===== src/rtl/top_out_unpack_arb_if.sv =====
`default_nettype none
// ============================================================================
// Module      : top_out_unpack_arb_if
// Description : LII multi-channel input bus plus kernel-facing output stream.
// Revision    : 1.0 - initial release
// ============================================================================
interface top_out_unpack_arb_if #(
   parameter int P  = 2,
   parameter int PW = 128,
   parameter int W  = 64
);
   logic [P*PW-1:0] lii_in_tdata;
   logic [P-1:0]    lii_in_tvalid;
   logic [P-1:0]    lii_in_tready;
   logic [P*8-1:0]  lii_in_src;
   logic [P*8-1:0]  lii_in_dst;
   logic [W-1:0]    output_stream_tdata;
   logic            output_stream_tvalid;
   logic            output_stream_tready;

   modport master (
      output lii_in_tdata, lii_in_tvalid, lii_in_src, lii_in_dst, output_stream_tready,
      input  lii_in_tready, output_stream_tdata, output_stream_tvalid
   );

   modport slave (
      input  lii_in_tdata, lii_in_tvalid, lii_in_src, lii_in_dst, output_stream_tready,
      output lii_in_tready, output_stream_tdata, output_stream_tvalid
   );
endinterface
`default_nettype wire


===== src/rtl/top_out_unpack_arb.sv =====
`default_nettype none
// ============================================================================
// Module      : top_out_unpack_arb
// Description : Round-robin merge of P LII channels into one kernel stream,
//               with destination filtering, truncation and a small FIFO.
// Revision    : 1.0 - initial release
// ============================================================================
module top_out_unpack_arb #(
   parameter int         P      = 2,
   parameter int         PW     = 128,
   parameter int         W      = 64,
   parameter int         DEPTH  = 4,
   parameter int         FILTER = 1,
   parameter logic [7:0] MY_ID  = 8'h00
) (
   input  wire logic              aclk,
   input  wire logic              arst,
   top_out_unpack_arb_if.slave    bus,
   output logic                   ce,
   output logic [7:0]             last_src,
   output logic [15:0]            drop_count
);
   localparam int                 c_PTR_W  = (P > 1) ? $clog2(P) : 1;
   localparam int                 c_AW     = $clog2(DEPTH);
   localparam int                 c_CNT_W  = c_AW + 1;
   localparam logic [c_CNT_W-1:0] c_DEPTH  = c_CNT_W'(DEPTH);
   localparam logic [c_CNT_W-1:0] c_ONE    = c_CNT_W'(1);
   localparam logic [c_AW-1:0]    c_A_ONE  = c_AW'(1);
   localparam logic [c_PTR_W-1:0] c_LAST   = c_PTR_W'(P - 1);
   localparam logic [c_PTR_W-1:0] c_P_ONE  = c_PTR_W'(1);
   localparam logic               c_FILTER = (FILTER != 0);

   logic [W-1:0]         w_data [P];
   logic [7:0]           w_src  [P];
   logic [7:0]           w_dst  [P];
   logic                 w_unused;

   logic [c_PTR_W-1:0]   r_rr;
   logic [c_AW-1:0]      r_wr;
   logic [c_AW-1:0]      r_rd;
   logic [c_CNT_W-1:0]   r_count;
   logic                 r_ce;
   logic [7:0]           r_last_src;
   logic [15:0]          r_drop_count;
   logic [W-1:0]         r_mem [DEPTH];

   logic                 w_found;
   logic [c_PTR_W-1:0]   w_cand;
   logic [c_PTR_W-1:0]   w_scan;
   logic                 w_drop;
   logic                 w_full;
   logic                 w_grant;
   logic                 w_push;
   logic                 w_pop;
   logic [P-1:0]         w_tready;
   logic [c_PTR_W-1:0]   w_rr_next;
   logic [c_CNT_W-1:0]   w_count_next;

   for (genvar c = 0; c < P; c++) begin : g_unpack
      assign w_data[c] = bus.lii_in_tdata[c*PW +: W];
      assign w_src[c]  = bus.lii_in_src[c*8 +: 8];
      assign w_dst[c]  = bus.lii_in_dst[c*8 +: 8];
   end

   // Payload bits above W are deliberately discarded.
   assign w_unused = ^bus.lii_in_tdata;

   always_comb begin
      w_found = 1'b0;
      w_cand  = '0;
      w_scan  = '0;
      for (int i = 0; i < P; i++) begin
         w_scan = c_PTR_W'((int'(r_rr) + i) % P);
         if (!w_found && bus.lii_in_tvalid[w_scan]) begin
            w_found = 1'b1;
            w_cand  = w_scan;
         end
      end
   end

   // Drops never occupy the FIFO, so they stay grantable while it is full.
   assign w_drop    = c_FILTER && (w_dst[w_cand] != MY_ID);
   assign w_full    = (r_count == c_DEPTH);
   assign w_grant   = w_found && (!w_full || w_drop) && !arst;
   assign w_push    = w_grant && !w_drop;
   assign w_pop     = (r_count != '0) && bus.output_stream_tready;
   assign w_rr_next = (w_cand == c_LAST) ? '0 : w_cand + c_P_ONE;

   always_comb begin
      w_tready = '0;
      if (w_grant) begin
         w_tready[w_cand] = 1'b1;
      end
   end

   always_comb begin
      w_count_next = r_count;
      if (w_push && !w_pop) begin
         w_count_next = r_count + c_ONE;
      end else if (!w_push && w_pop) begin
         w_count_next = r_count - c_ONE;
      end
   end

   always_ff @(posedge aclk or posedge arst) begin
      if (arst) begin
         r_rr         <= '0;
         r_wr         <= '0;
         r_rd         <= '0;
         r_count      <= '0;
         r_ce         <= 1'b0;
         r_last_src   <= '0;
         r_drop_count <= '0;
      end else begin
         if (w_grant) begin
            r_rr <= w_rr_next;
         end
         if (w_push) begin
            r_wr       <= r_wr + c_A_ONE;
            r_last_src <= w_src[w_cand];
         end
         if (w_grant && w_drop && (r_drop_count != 16'hFFFF)) begin
            r_drop_count <= r_drop_count + 16'd1;
         end
         if (w_pop) begin
            r_rd <= r_rd + c_A_ONE;
         end
         r_count <= w_count_next;
         r_ce    <= (w_count_next != c_DEPTH);
      end
   end

   // Storage needs no reset: the pointers alone define what is valid.
   always_ff @(posedge aclk) begin
      if (w_push) begin
         r_mem[r_wr] <= w_data[w_cand];
      end
   end

   assign bus.lii_in_tready        = w_tready;
   assign bus.output_stream_tdata  = r_mem[r_rd];
   assign bus.output_stream_tvalid = (r_count != '0);
   assign ce                       = r_ce;
   assign last_src                 = r_last_src;
   assign drop_count               = r_drop_count;
endmodule
`default_nettype wire


===== src/flat_wrapper.sv =====
// flat-port wrapper written by rule: the top's interface ports become plain ports
module top_out_unpack_arb_flat 
#(
   parameter int         P      = 2,
   parameter int         PW     = 128,
   parameter int         W      = 64,
   parameter int         DEPTH  = 4,
   parameter int         FILTER = 1,
   parameter logic [7:0] MY_ID  = 8'h00
)
  (aclk, arst, ce, last_src, drop_count, bus_lii_in_tdata, bus_lii_in_tvalid, bus_lii_in_src, bus_lii_in_dst, bus_output_stream_tready, bus_lii_in_tready, bus_output_stream_tdata, bus_output_stream_tvalid);
  top_out_unpack_arb_if #(.P(P), .PW(PW), .W(W)) bus_i ();
  input  wire logic aclk;
  input  wire logic arst;
  output logic ce;
  output logic [7:0] last_src;
  output logic [15:0] drop_count;
  input wire logic [$bits(bus_i.lii_in_tdata)-1:0] bus_lii_in_tdata;
  input wire logic [$bits(bus_i.lii_in_tvalid)-1:0] bus_lii_in_tvalid;
  input wire logic [$bits(bus_i.lii_in_src)-1:0] bus_lii_in_src;
  input wire logic [$bits(bus_i.lii_in_dst)-1:0] bus_lii_in_dst;
  input wire logic [$bits(bus_i.output_stream_tready)-1:0] bus_output_stream_tready;
  output wire logic [$bits(bus_i.lii_in_tready)-1:0] bus_lii_in_tready;
  output wire logic [$bits(bus_i.output_stream_tdata)-1:0] bus_output_stream_tdata;
  output wire logic [$bits(bus_i.output_stream_tvalid)-1:0] bus_output_stream_tvalid;
  assign bus_i.lii_in_tdata = bus_lii_in_tdata;
  assign bus_i.lii_in_tvalid = bus_lii_in_tvalid;
  assign bus_i.lii_in_src = bus_lii_in_src;
  assign bus_i.lii_in_dst = bus_lii_in_dst;
  assign bus_i.output_stream_tready = bus_output_stream_tready;
  assign bus_lii_in_tready = bus_i.lii_in_tready;
  assign bus_output_stream_tdata = bus_i.output_stream_tdata;
  assign bus_output_stream_tvalid = bus_i.output_stream_tvalid;
  top_out_unpack_arb #(.P(P), .PW(PW), .W(W), .DEPTH(DEPTH), .FILTER(FILTER), .MY_ID(MY_ID)) u_core (.aclk(aclk), .arst(arst), .bus(bus_i), .ce(ce), .last_src(last_src), .drop_count(drop_count));
endmodule

===== config.mk =====
export PLATFORM = sky130hd
export DESIGN_NAME = top_out_unpack_arb_flat
export DESIGN_NICKNAME = d
export VERILOG_FILES = /design/src/rtl/top_out_unpack_arb_if.sv /design/src/rtl/top_out_unpack_arb.sv /design/src/flat_wrapper.sv
export SDC_FILE = /design/constraint.sdc
export NUM_CORES = 1
export LEC_CHECK = 0
export CELL_PAD_IN_SITES_DETAIL_PLACEMENT = 1
export CELL_PAD_IN_SITES_GLOBAL_PLACEMENT = 2
export CORE_MARGIN = 1.5
export CORE_UTILIZATION = 30
export CTS_CLUSTER_SIZE = 8
export DETAILED_ROUTE_END_ITERATION = 7
export MAX_ROUTING_LAYER = met4
export PLACE_DENSITY = 0.76
export SETUP_SLACK_MARGIN = 0.15
export SLEW_MARGIN = 40
export SYNTH_ARGS = -nofsm -noshare
export SYNTH_HDL_FRONTEND = slang
export SYNTH_SLANG_ARGS = --single-unit

===== constraint.sdc =====
create_clock -name aclk -period 2.9 [get_ports aclk]
set_input_delay 0.435 -clock aclk [delete_from_list [all_inputs] [get_ports aclk]]
set_output_delay 0.435 -clock aclk [all_outputs]
set_load 0.005 [all_outputs]

* Word level (Yosys, flattened, before mapping)
Memory sizes are Yosys's and may differ from the RTL's. Index checks and enable logic that the tools add are counted. W data, S select, Z words.
Storage, ports and cells: memories kept 1, word-level logic and storage cells 68, output and inout bits 92, input bits 293, register bits after elaboration 33, RAM bits 256
Memory list:
- u_core.r_mem | depth 4, width 64, rd ports 1, clocked after Yosys merged registers in 0, wr ports 1, line top_out_unpack_arb.sv:45 | logic [W-1:0] r_mem [DEPTH];
Cells by class: bitwise operators 1, order comparisons 5, $add $sub $neg 7, reduce and logical (&&, ||, !) cells 19, multiplexer cells 25, equality and inequality tests 3
Operator list (number):
- $mux W64 | 3
- $mux W8 | 6
- $add A16 B1 Y16 const B | 1
- $ne A16 B16 Y1 const B | 1
- $mux W1 | 12
- $logic_and A1 B1 Y1 | 10
- $reduce_bool A8 Y1 | 1
- $logic_not A1 Y1 | 6
- $lt A1 B2 Y1 const B | 3
- $mux W3 | 2
- $add A2 B1 Y2 const B | 2
- $add A3 B1 Y3 const B | 1
- $eq A3 B3 Y1 const B | 1
- $ne A3 B3 Y1 const B | 1
- $reduce_bool A3 Y1 | 1
- $sub A3 B1 Y3 const B | 1
- $add A1 B1 Y1 const B | 2
- $ge A2 B2 Y1 const B | 1
- $mux W2 | 1
- $not A1 Y2 | 1
- $demux W1 S1 | 1
- $ge A1 B1 Y1 const B | 1
- $logic_or A1 B1 Y1 | 1

* Longest topological paths before layout
depth after elaboration 20, gate-level depth with buffers 8, mapped depth without buffers 7

* Worst setup path after synthesis
No wires, ideal clock.
kind input to register, start input port bus_lii_in_dst[12], end memory u_core.r_mem[0][0] (enable), setup slack -0.319 ns, data arrival time 2.790 ns, data required time 2.471 ns, path buffers 0, stages 5, setup time 0.429 ns, path through nor4_4 -> and4_1 -> nor2_1 -> nor2_1 -> and2_1
Between the ends: word-level cells in the longest chain between the ends 10, elaborated cells between the ends (all ways) 11, classes of those cells 5 x mux; 6 x reduce/logical
Ends and longest elaborated chain:
- start, declared | line flat_wrapper.sv:21 | input wire logic [$bits(bus_i.lii_in_dst)-1:0] bus_lii_in_dst;
- $mux W8 (implied by the code) (*) (3 in series) | line top_out_unpack_arb.sv:82 | assign w_drop = c_FILTER && (w_dst[w_cand] != MY_ID);
- $reduce_bool A8 Y1 (*) | line top_out_unpack_arb.sv:82
- $logic_or A1 B1 Y1 | line top_out_unpack_arb.sv:84 | assign w_grant = w_found && (!w_full || w_drop) && !arst;
- $logic_and A1 B1 Y1 (2 in series) | line top_out_unpack_arb.sv:84
- $logic_and A1 B1 Y1 (*) | line top_out_unpack_arb.sv:85 | assign w_push = w_grant && !w_drop;
- $mux W1 (*) | line top_out_unpack_arb.sv:135 | if (w_push) begin
- $mux W1 (implied by the code) (*) | line top_out_unpack_arb.sv:136 | r_mem[r_wr] <= w_data[w_cand];
- end, declared | line top_out_unpack_arb.sv:45
Every way passes the cells marked *; elsewhere a longest branch is shown, timed or not. The select of a mux whose other input is x is not followed.

* Final worst setup path
start register u_core.r_rd[0], end output port bus_output_stream_tdata[56]
Between the ends: word-level cells in the longest chain between the ends 1
Ends and longest elaborated chain:
- start, declared | line top_out_unpack_arb.sv:40 | logic [c_AW-1:0] r_rd;
- start signal, assigned | line top_out_unpack_arb.sv:126 | r_rd <= r_rd + c_A_ONE;
- $mem_v2 Z4 W64
- end, declared | line flat_wrapper.sv:24 | output wire logic [$bits(bus_i.output_stream_tdata)-1:0] bus_output_stream_tdata;
Every way passes these cells.

==> flow_summary.html <==
<table>
<tr><th>Metric</th><th>Value</th></tr>
<tr><th colspan="2">CTS</th></tr>
<tr><td># hold bufs at CTS</td><td>0</td></tr>
<tr><td>TritonCTS Buffers</td><td>42</td></tr>
<tr><td>Clock root cell</td><td>clkbuf_16</td></tr>
<tr><td>Clock tree from TritonCTS</td><td>yes</td></tr>
<tr><td>Number of H-tree branching levels</td><td>2</td></tr>
<tr><td>Clk slew on worst S/H paths</td><td>0.05 ns</td></tr>
<tr><td>Clk buf depth</td><td>3</td></tr>
<tr><td>Clock latency on the worst-skew pair</td><td>0.54 ns</td></tr>
<tr><td>Clock net sink count</td><td>289</td></tr>
<tr><th colspan="2">Logic synthesis</th></tr>
<tr><td>Fraction of registers with async set/reset</td><td>0.114</td></tr>
<tr><td>Post-synthesis instance area</td><td>12,000 um2</td></tr>
<tr><td>Flip-flop cell with the highest count after synthesis</td><td>edfxtp_1</td></tr>
<tr><td>Mean post-synth cell area</td><td>19.9 um2</td></tr>
<tr><td>Dominant cell type by area after synthesis</td><td>edfxtp_1</td></tr>
<tr><td>Yosys top cell area share</td><td>0.641</td></tr>
<tr><td>Sequential fraction of the synthesis area</td><td>0.710</td></tr>
<tr><td>Mapped Nets</td><td>904</td></tr>
<tr><td>Register bit total from synthesis</td><td>289</td></tr>
<tr><td>Library cells used by synthesis</td><td>48</td></tr>
<tr><td>Number of standard cells after synthesis</td><td>603</td></tr>
<tr><td>Number of synthesis warnings</td><td>0</td></tr>
<tr><td>Number of synthesized flops with an enable pin</td><td>256</td></tr>
<tr><td>Biggest area contributors in the synthesized netlist</td><td>edfxtp_1 (64%), mux4_2 (12%), dfrtp_1 (6.9%)</td></tr>
<tr><th colspan="2">Finish</th></tr>
<tr><td>Number of antenna diodes</td><td>0</td></tr>
<tr><td>Area taken by multi-input logic gates</td><td>3360 um2</td></tr>
<tr><td>Fraction of layout cells with a size suffix above 1</td><td>0.288</td></tr>
<tr><td>Sequential cell area</td><td>8520 um2</td></tr>
<tr><td>Commonest non-fill, non-tap cells in the layout</td><td>edfxtp_1 (256), clkdlybuf4s50_1 (208), mux2_2 (66)</td></tr>
<tr><td>Area growth, synth to finish</td><td>43.3%</td></tr>
<tr><td>Leading cell type in the layout, fill and taps excluded</td><td>edfxtp_1</td></tr>
<tr><td>Count of fill cells added during filler insertion</td><td>3,863</td></tr>
<tr><td>Finished Layout Cells</td><td>1,489</td></tr>
<tr><td>Nets@finish</td><td>1,250</td></tr>
<tr><th colspan="2">Run</th></tr>
<tr><td>Number of max-cap violations</td><td>0</td></tr>
<tr><th colspan="2">STA</th></tr>
<tr><td>Final-layout worst hold slack</td><td>0.378 ns</td></tr>
<tr><td>Final period demand of the worst path</td><td>2.70 ns</td></tr>
<tr><td>Unrepaired setup endpoints after global routing</td><td>true</td></tr>
<tr><td>Setup Skew</td><td>0.0126 ns</td></tr>
<tr><td>Pins over their slew limit</td><td>0</td></tr>
<tr><td>Endpoints failing setup</td><td>0</td></tr>
<tr><td>Final hold violation count</td><td>0</td></tr>
<tr><td>Aggregate negative setup slack</td><td>0 ns</td></tr>
<tr><td>F_max</td><td>0.371 GHz</td></tr>
<tr><td>Fin crit share</td><td>0.930</td></tr>
<tr><td>Transition at the pin with the smallest max-transition slack</td><td>0.519 ns</td></tr>
<tr><td>Slew headroom</td><td>0.650</td></tr>
<tr><th colspan="2">Placed design</th></tr>
<tr><td>Hpwl dp</td><td>20,000 um</td></tr>
<tr><td>Number of buffers inserted by port buffering</td><td>256</td></tr>
<tr><td># placed instances</td><td>1,405</td></tr>
<tr><td>Final weighted congestion in routability-driven placement</td><td>0.740</td></tr>
<tr><th colspan="2">Floorplanning</th></tr>
<tr><td>Effective utilization at floorplan</td><td>0.303</td></tr>
<tr><td>FP Rows</td><td>73</td></tr>
<tr><td>Chip Height</td><td>203 um</td></tr>
<tr><td>Top-level port count</td><td>385</td></tr>
<tr><td>Area inside the core boundary</td><td>39,500 um2</td></tr>
<tr><td>Horizontal die dimension</td><td>203 um</td></tr>
<tr><td>Floorplan die area</td><td>41,200 um2</td></tr>
<tr><th colspan="2">Drt</th></tr>
<tr><td>Final ANT Viol Nets</td><td>0</td></tr>
<tr><td>Average via count per standard cell</td><td>4.63</td></tr>
<tr><td>First-pass DRT Iterations</td><td>4</td></tr>
<tr><td>Initial detailed-routing violation count</td><td>338</td></tr>
<tr><td>DR vias</td><td>6,895</td></tr>
<tr><td>WL/cell</td><td>19.6 um</td></tr>
<tr><td>Sum of routed wire length over all layers</td><td>29,100 um</td></tr>
<tr><td>Number of remaining DRC errors</td><td>0</td></tr>
<tr><th colspan="2">Global route</th></tr>
<tr><td>Aggregate global-route resource usage</td><td>0.147</td></tr>
<tr><td>Leftover overflow at the end of global routing</td><td>0</td></tr>
<tr><td>Busiest metal layer after global routing</td><td>met2</td></tr>
<tr><td>Number of antenna violations at the first check in global routing</td><td>0</td></tr>
<tr><td>Maximum number of pins on one net before global-route repair</td><td>44</td></tr>
<tr><td>Met1 demand-to-capacity share in global routing</td><td>0.186</td></tr>
<tr><td>Global-route wire length before repair</td><td>44,300 um</td></tr>
<tr><td>Number of global-route vias before repair</td><td>7,435</td></tr>
<tr><td>Grt met3 use</td><td>0.0414</td></tr>
<tr><td>GR Layer Usage met2</td><td>0.231</td></tr>
<tr><th colspan="2">Outcome</th></tr>
<tr><td>Outcome</td><td>finished clean</td></tr>
<tr><th colspan="2">Worst setup path</th></tr>
<tr><td>Data arrival time of the critical path</td><td>2.26 ns</td></tr>
<tr><td>CP Capture Type</td><td>output pin</td></tr>
<tr><td>CP Class</td><td>register to output pin</td></tr>
<tr><td>Required time at the worst-slack endpoint</td><td>2.47 ns</td></tr>
<tr><td>Crit start category</td><td>register</td></tr>
<tr><td>Maximum fanout encountered on the critical timing path</td><td>7</td></tr>
<tr><th colspan="2">Power and ir drop</th></tr>
<tr><td>Areal power density over the cells</td><td>769 nW/um2</td></tr>
<tr><td>Leakage</td><td>6.10 nW</td></tr>
<tr><td>Worst IR Drop VDD</td><td>388 uV</td></tr>
<tr><th colspan="2">Hold path</th></tr>
<tr><td>Worst hold path class</td><td>input pin to asynchronous set/reset pin</td></tr>
</table>
==> worst paths after layout <==
kind	start	slack (ns)	cells past startpoint	end
worst min register to register	u_core.last_src[5]	0.48	2	u_core.last_src[5]
worst min-delay path	arst	0.38	3	u_core.drop_count[2]
max in group asynchronous	arst	2.15	3	u_core.r_rd[0]
worst max-delay path	u_core.r_rd[0]	0.20	4	bus_output_stream_tdata[56]
min in group aclk	u_core.last_src[5]	0.48	2	u_core.last_src[5]
worst max register to register	u_core.r_count[0]	0.72	8	u_core.r_mem[0][21]
==> critical path: stages, from the launching register on <==
cell,delay (ns)
dfrtp_4,0.44
buf_8,0.14
clkbuf_16,0.17
mux4_2,0.50
clkdlybuf4s50_1,0.46
==> flip-flops by register name, indices dropped and copies added (netlist names) <==
name / cells
u_core.r_count: 3
u_core.last_src: 8
u_core.ce: 1
u_core.drop_count: 16
u_core.r_rd: 2
u_core.r_rr: 1
u_core.r_wr: 2
u_core.r_mem: 256
==> logic make-up (layout without fill, tap and decap cells) <==
group	after synthesis	count (layout)	synth area share
compound gates	26	26	0.0175
buf+inv	34	395	0.0122
simple gates	83	83	0.0437
fa+ha+maj	10	10	0.0100
mux	141	141	0.191
flops	289	289	0.710
xor+xnor	20	20	0.0146
==> layer usage <==
| layer | vias to the layer above | wire length, um |
|---|---|---|
| li1 | 3148 | - |
| met2 | 214 | 13900 |
| met1 | 3494 | 12700 |
| met5 | - | 0 |
| met3 | 39 | 1920 |
| met4 | 0 | 512 |
==> report_power, final <==
part	internal (mW)	switching, mW
Combinational	2.43	1.50
Clock	2.67	1.69
Sequential	4.72	0.204
==> synth_stat cells (6+ instances only) <==
cell and number:
buf_2 15, clkbuf_1 10, dfrtp_1 33, edfxtp_1 256, ha_1 8, mux2_2 66, mux2i_1 11, mux4_2 64
nand2_1 29, nor2_1 6, nor3_1 8, o21ai_0 9, xor2_1 15
==> cell type report <==
class,count,area share
Clock buffer,55,0.0653
Sequential cell,289,0.496
Inverter,6,0.00131
Timing Repair Buffer,330,0.201
Multi-Input combinational cell,280,0.196
Clock inverter,4,0.00248
Tap cell,525,0.0382
==> metrics by stage <==
step / total power, mW / utilization / setup slack (ns) / cell area, um2
after CTS: 13.2 / 0.428 / 0.0540 / 16900
after global routing: 13.8 / 0.434 / 0.113 / 17200
final: 13.2 / 0.434 / 0.202 / 17200
after floorplan: 6.70 / - / 0.380 / 12000
after detailed placement: 8.77 / 0.397 / 0.0682 / 15700
after global placement: 8.73 / 0.397 / 0.0798 / 15700
==> repair_timing <==
action | CTS | global route
gates cloned | 0 | 1
buffers inserted | 10 | 14
pin swaps | 0 | 2
resized for setup | 30 | 36
setup endpoints to repair | 66 | 37
Power figures use the tool's default switching activity.
